File: src/rtl/seq_gen_pkg.sv
// Shared definitions for the serial 1010 pattern generator.
package seq_gen_pkg;

  // Transmitter FSM states.
  typedef enum logic [1:0] {
    ST_IDLE = 2'd0,
    ST_SEND = 2'd1,
    ST_GAP  = 2'd2
  } state_e;

  // Default pattern width and the pattern the detectors look for.
  localparam int unsigned DEF_PAT_W = 4;
  localparam logic [3:0]  PAT_1010  = 4'b1010;

endpackage

File: src/rtl/seq_generator_1010.sv
// Serial pattern transmitter: sends PATTERN MSB-first for a requested number of
// repetitions, with an optional idle gap between repetitions. All outputs registered.
module seq_generator_1010
  import seq_gen_pkg::*;
#(
  parameter int unsigned          PAT_W      = DEF_PAT_W,
  parameter logic [PAT_W-1:0]     PATTERN    = PAT_W'(PAT_1010),
  parameter int unsigned          GAP_CYCLES = 0,
  parameter int unsigned          REP_W      = 8
) (
  input  logic             clk,
  input  logic             rst_n,
  input  logic             start,
  input  logic [REP_W-1:0] reps,
  input  logic             abort,
  output logic             out,
  output logic             valid,
  output logic             last,
  output logic             busy,
  output logic             done
);

  localparam int unsigned BitW = $clog2(PAT_W);
  localparam int unsigned GapW = (GAP_CYCLES > 1) ? $clog2(GAP_CYCLES) : 1;

  // Index of the final bit, and of the bit just before it (drives the last marker).
  localparam logic [BitW-1:0] BitLast = BitW'(PAT_W - 1);
  localparam logic [BitW-1:0] BitPen  = BitW'(PAT_W - 2);
  localparam logic [GapW-1:0] GapLast = GapW'((GAP_CYCLES > 0) ? GAP_CYCLES - 1 : 0);

  state_e           state_q;
  logic [PAT_W-1:0] sh_q;       // bits still to be sent, next one at the MSB
  logic [BitW-1:0]  bit_cnt_q;  // index of the bit currently on out
  logic [REP_W-1:0] rep_cnt_q;  // repetitions remaining, including the current one
  logic [GapW-1:0]  gap_cnt_q;

  // Single FSM: state, datapath counters and registered outputs.
  always_ff @(posedge clk or negedge rst_n) begin
    if (!rst_n) begin
      state_q   <= ST_IDLE;
      sh_q      <= '0;
      bit_cnt_q <= '0;
      rep_cnt_q <= '0;
      gap_cnt_q <= '0;
      out       <= 1'b0;
      valid     <= 1'b0;
      last      <= 1'b0;
      busy      <= 1'b0;
      done      <= 1'b0;
    end else begin
      done <= 1'b0;
      unique case (state_q)
        ST_IDLE: begin
          // abort has priority over start in IDLE.
          if (start && !abort) begin
            if (reps == '0) begin
              done <= 1'b1;
            end else begin
              state_q   <= ST_SEND;
              rep_cnt_q <= reps;
              sh_q      <= {PATTERN[PAT_W-2:0], 1'b0};
              bit_cnt_q <= '0;
              out       <= PATTERN[PAT_W-1];
              valid     <= 1'b1;
              last      <= 1'b0;
              busy      <= 1'b1;
            end
          end
        end

        ST_SEND: begin
          if (abort) begin
            state_q   <= ST_IDLE;
            rep_cnt_q <= '0;
            out       <= 1'b0;
            valid     <= 1'b0;
            last      <= 1'b0;
            busy      <= 1'b0;
          end else if (bit_cnt_q != BitLast) begin
            out       <= sh_q[PAT_W-1];
            sh_q      <= {sh_q[PAT_W-2:0], 1'b0};
            bit_cnt_q <= bit_cnt_q + 1'b1;
            last      <= (bit_cnt_q == BitPen);
          end else if (rep_cnt_q != REP_W'(1)) begin
            rep_cnt_q <= rep_cnt_q - 1'b1;
            if (GAP_CYCLES > 0) begin
              state_q   <= ST_GAP;
              gap_cnt_q <= '0;
              out       <= 1'b0;
              valid     <= 1'b0;
              last      <= 1'b0;
            end else begin
              // Back-to-back: next MSB follows the last bit with no bubble.
              sh_q      <= {PATTERN[PAT_W-2:0], 1'b0};
              bit_cnt_q <= '0;
              out       <= PATTERN[PAT_W-1];
              valid     <= 1'b1;
              last      <= 1'b0;
            end
          end else begin
            state_q   <= ST_IDLE;
            rep_cnt_q <= '0;
            out       <= 1'b0;
            valid     <= 1'b0;
            last      <= 1'b0;
            busy      <= 1'b0;
            done      <= 1'b1;
          end
        end

        ST_GAP: begin
          if (abort) begin
            state_q   <= ST_IDLE;
            rep_cnt_q <= '0;
            gap_cnt_q <= '0;
            busy      <= 1'b0;
          end else if (gap_cnt_q == GapLast) begin
            state_q   <= ST_SEND;
            sh_q      <= {PATTERN[PAT_W-2:0], 1'b0};
            bit_cnt_q <= '0;
            out       <= PATTERN[PAT_W-1];
            valid     <= 1'b1;
            last      <= 1'b0;
          end else begin
            gap_cnt_q <= gap_cnt_q + 1'b1;
          end
        end

        default: begin
          state_q <= ST_IDLE;
          out     <= 1'b0;
          valid   <= 1'b0;
          last    <= 1'b0;
          busy    <= 1'b0;
        end
      endcase
    end
  end

endmodule

File: config.mk
export PLATFORM = sky130hd
export DESIGN_NAME = seq_generator_1010
export DESIGN_NICKNAME = d
export VERILOG_FILES = /design/src/rtl/seq_gen_pkg.sv /design/src/rtl/seq_generator_1010.sv
export SDC_FILE = /design/constraint.sdc
export NUM_CORES = 1
export LEC_CHECK = 0
export CAP_MARGIN = 10
export CORE_MARGIN = 3
export CORE_UTILIZATION = 49
export CTS_CLUSTER_DIAMETER = 100
export DETAILED_ROUTE_END_ITERATION = 12
export PLACE_DENSITY = 0.74
export SYNTH_ARGS = -nofsm -noshare
export SYNTH_HDL_FRONTEND = slang
export SYNTH_SLANG_ARGS = --single-unit
File: constraint.sdc
create_clock -name clk -period 5.3 [get_ports clk]
set_clock_uncertainty 0.05 [all_clocks]
set_input_delay 0.53 -clock clk [delete_from_list [all_inputs] [get_ports clk]]
set_output_delay 0.53 -clock clk [all_outputs]
set_load 0.05 [all_outputs]
==> impl_metrics.csv <==
group,metric,value,unit
setup_path,path_max_fanout,11,
synthesis,synth_ff_type,"dfrtp_1",
place,postPlaceCellArea,1180,um^2
setup_path,arrival,2.57,ns
timing,worstMarginPinSlew,0.783,ns
timing,finalHoldViolCount,0,
synthesis,synth_edf_count,0,
timing,drv_slew,0,
place,gp_congestion,0.878,
synthesis,synthesis.area,1010,um^2
route,antenna_left,0,
finish,nets,140,
synthesis,synthArstFlopShare,1.00,
clock_network,cts_hold_buf,0,
setup_path,endpoint,"rep_cnt_q[1]",
synthesis,yosysWarningCount,0,
timing,fin_crit,2.47,ns
clock_network,cts_tree,"yes",
route,drtIter0Drc,40,
route,drc,0,
setup_path,r2r_cells,4,
clock_network,ctsRootBufferMaster,"clkbuf_4",
floorplan,rows,15,
floorplan,die_h,51.5,um
route,detail_route.wl_per_cell,16.3,um
timing,fin_tns_setup,0,ns
timing,fin_crit_sh,0.465,
floorplan,start_util,0.551,
finish,fin_util,0.658,
global_routing,antenna_found_initial,0,
setup_path,worstSetupEndpointType,"flip-flop",
floorplan,die_w,51.5,um
synthesis,ys_top_cells_by_count,"dfrtp_1, inv_1, o21ai_0",
route,vias_per_cell,6.28,
global_routing,overflow,0,
synthesis,yosysTopAreaCell,"dfrtp_1",
route,dr.pass1.iters,4,
clock_network,cts_resized,0,
route,vias,930,
clock_network,worstSkewPairLatency,0.28,ns
setup_path,start_kind,"input pin",
synthesis,ys_seq_area_frac,0.420,
setup_path,rr_startpoint,"bit_cnt_q[0]",
synthesis,ys_seq_elements,17,
finish,stdcell_area,1210,um^2
place,dpl.hpwl,1720,um
synthesis,synthTopCellsByArea,"dfrtp_1, inv_1, ha_1",
global_routing,grt_usage,0.205,
power,p_leak,0.502,nW
floorplan,die_area,2650,um^2
synthesis,netlist.area_leader.share,0.420,
synthesis,yosysUniqueCellTypes,36,
clock_network,clk_transition_reported_paths,0.10,ns
run_status,status,"completed",
global_routing,grt_max_degree,18,
floorplan,core,1840,um^2
setup_path,worstPathRequired,5.41,ns
setup_path,crit_type,"in2reg",
power,ir_drop,0.254,mV
clock_network,cts_buffers,3,
power,powerDensity,360,nW/um^2
worst_hold_path,min_path_type,"reg2reg",
timing,max_freq,405,MHz
clock_network,clk_path_buf_depth,2,
synthesis,syn-num-nets,124,
synthesis,syn_avg_cell_area,9.38,um^2
setup_path,reg2reg_slack,3.28,ns
synthesis,syn_inst,108,
timing,rsz0062_at_grt,"false",
global_routing,grt_pass1_vias,857,
finish,n_antenna_cell,0,
timing,setup_viol,0,
global_routing,grt_pass1_wl,4040,um
finish,drive_above_1_share,0.0813,
timing,slew_headroom,0.477,
setup_path,r2r_end,"rep_cnt_q[1]",
clock_network,postCtsSetupRepairBufs,0,
synthesis,synth_most_common_cell,"dfrtp_1",
setup_path,critical_path.startpoint,"reps[2]",
run,maxCapViolations,0,
route,routed_wl,2410,um
clock_network,cts_max_level,1,
floorplan,num_io_pins,17,
finish,area_growth,19.4,%
clock_network,cts_num_sinks,17,
place,io_buffers,16,
==> flip-flops by register name (all words and copies together), names as in the netlist <==
signal and count:
rep_cnt_q 8, bit_cnt_q 2, sh_q 2, done 1, last 1, out 1
state_q 1, valid 1
==> power by group <==
group          leakage (nW)  internal [mW]  total [mW]  switching [mW]
combinational         0.275         0.0703       0.172           0.101
sequential            0.212          0.161       0.195          0.0347
clock                0.0150         0.0292      0.0683          0.0391
total                 0.502          0.260       0.435           0.175
==> how the worst min path moves through the flow <==
stage	startpoint	endpoint	slack, ns	cells after the start
2_1_floorplan	rst_n	bit_cnt_q[0]	0.18	0
3_3_place_gp	sh_q[3]	sh_q[3]	0.43	1
3_5_place_dp	sh_q[3]	sh_q[3]	0.44	1
4_1_cts	sh_q[3]	sh_q[3]	0.47	1
5_1_grt	sh_q[3]	sh_q[3]	0.49	1
6_report	sh_q[3]	sh_q[3]	0.47	1
==> logic make-up after synthesis <==
family / Yosys count / share of synthesized area
AO/OA/AOI/OAI: 39 / 0.293
AND/OR/NAND/NOR: 29 / 0.165
buffers and inverters: 19 / 0.0728
flip-flops: 17 / 0.420
adder cells (fa/ha/maj): 4 / 0.0494
==> stage by stage <==
step	total power [mW]	worst slack (ns)	hold WS, ns	std cells
floorplan	0.315	3.44	0.184	108
global placement	0.363	2.65	0.435	144
CTS	0.436	2.89	0.466	148
finish	0.435	2.83	0.468	148
global route	0.468	2.68	0.488	148
detailed placement	0.367	2.57	0.443	144
==> final cells by class <==
class                      count  area, um^2
clock buffer                   4        26.3
fill                         182         629
inverter                      14        52.6
multi-input combinational     72         514
sequential                    17         425
tap                           25        31.3
timing repair buffer          16         160
==> worst max-delay path, stage by stage <==
cell	delay (ns)
clkdlybuf4s50_1	0.42
nor4_1	0.60
a211o_1	0.44
and2_1	0.41
o21ai_0	0.16
==> metal layers <==
metal,GRT usage,routed length [um],up-vias
li1,-,-,440
met1,0.301,1180,453
met2,0.301,1050,35
met3,0.0408,163,2
met4,0.0655,17,0
met5,0,0,-
==> placed cells by master, fill, tap and decap left out, drive strengths merged, types with 3 or more instances in the layout <==
cell type      count
clkdlybuf4s50     16
inv               14
a22oi              4
dfrtp             17
o22ai              5
nor2               6
nand2              4
nor4               3
ha                 4
a32oi              5
clkbuf             4
nor3               3
o2bb2ai            3
nand3              3
o21ai              8
a21oi              4
Note: power is estimated with default switching activity, not from simulation.
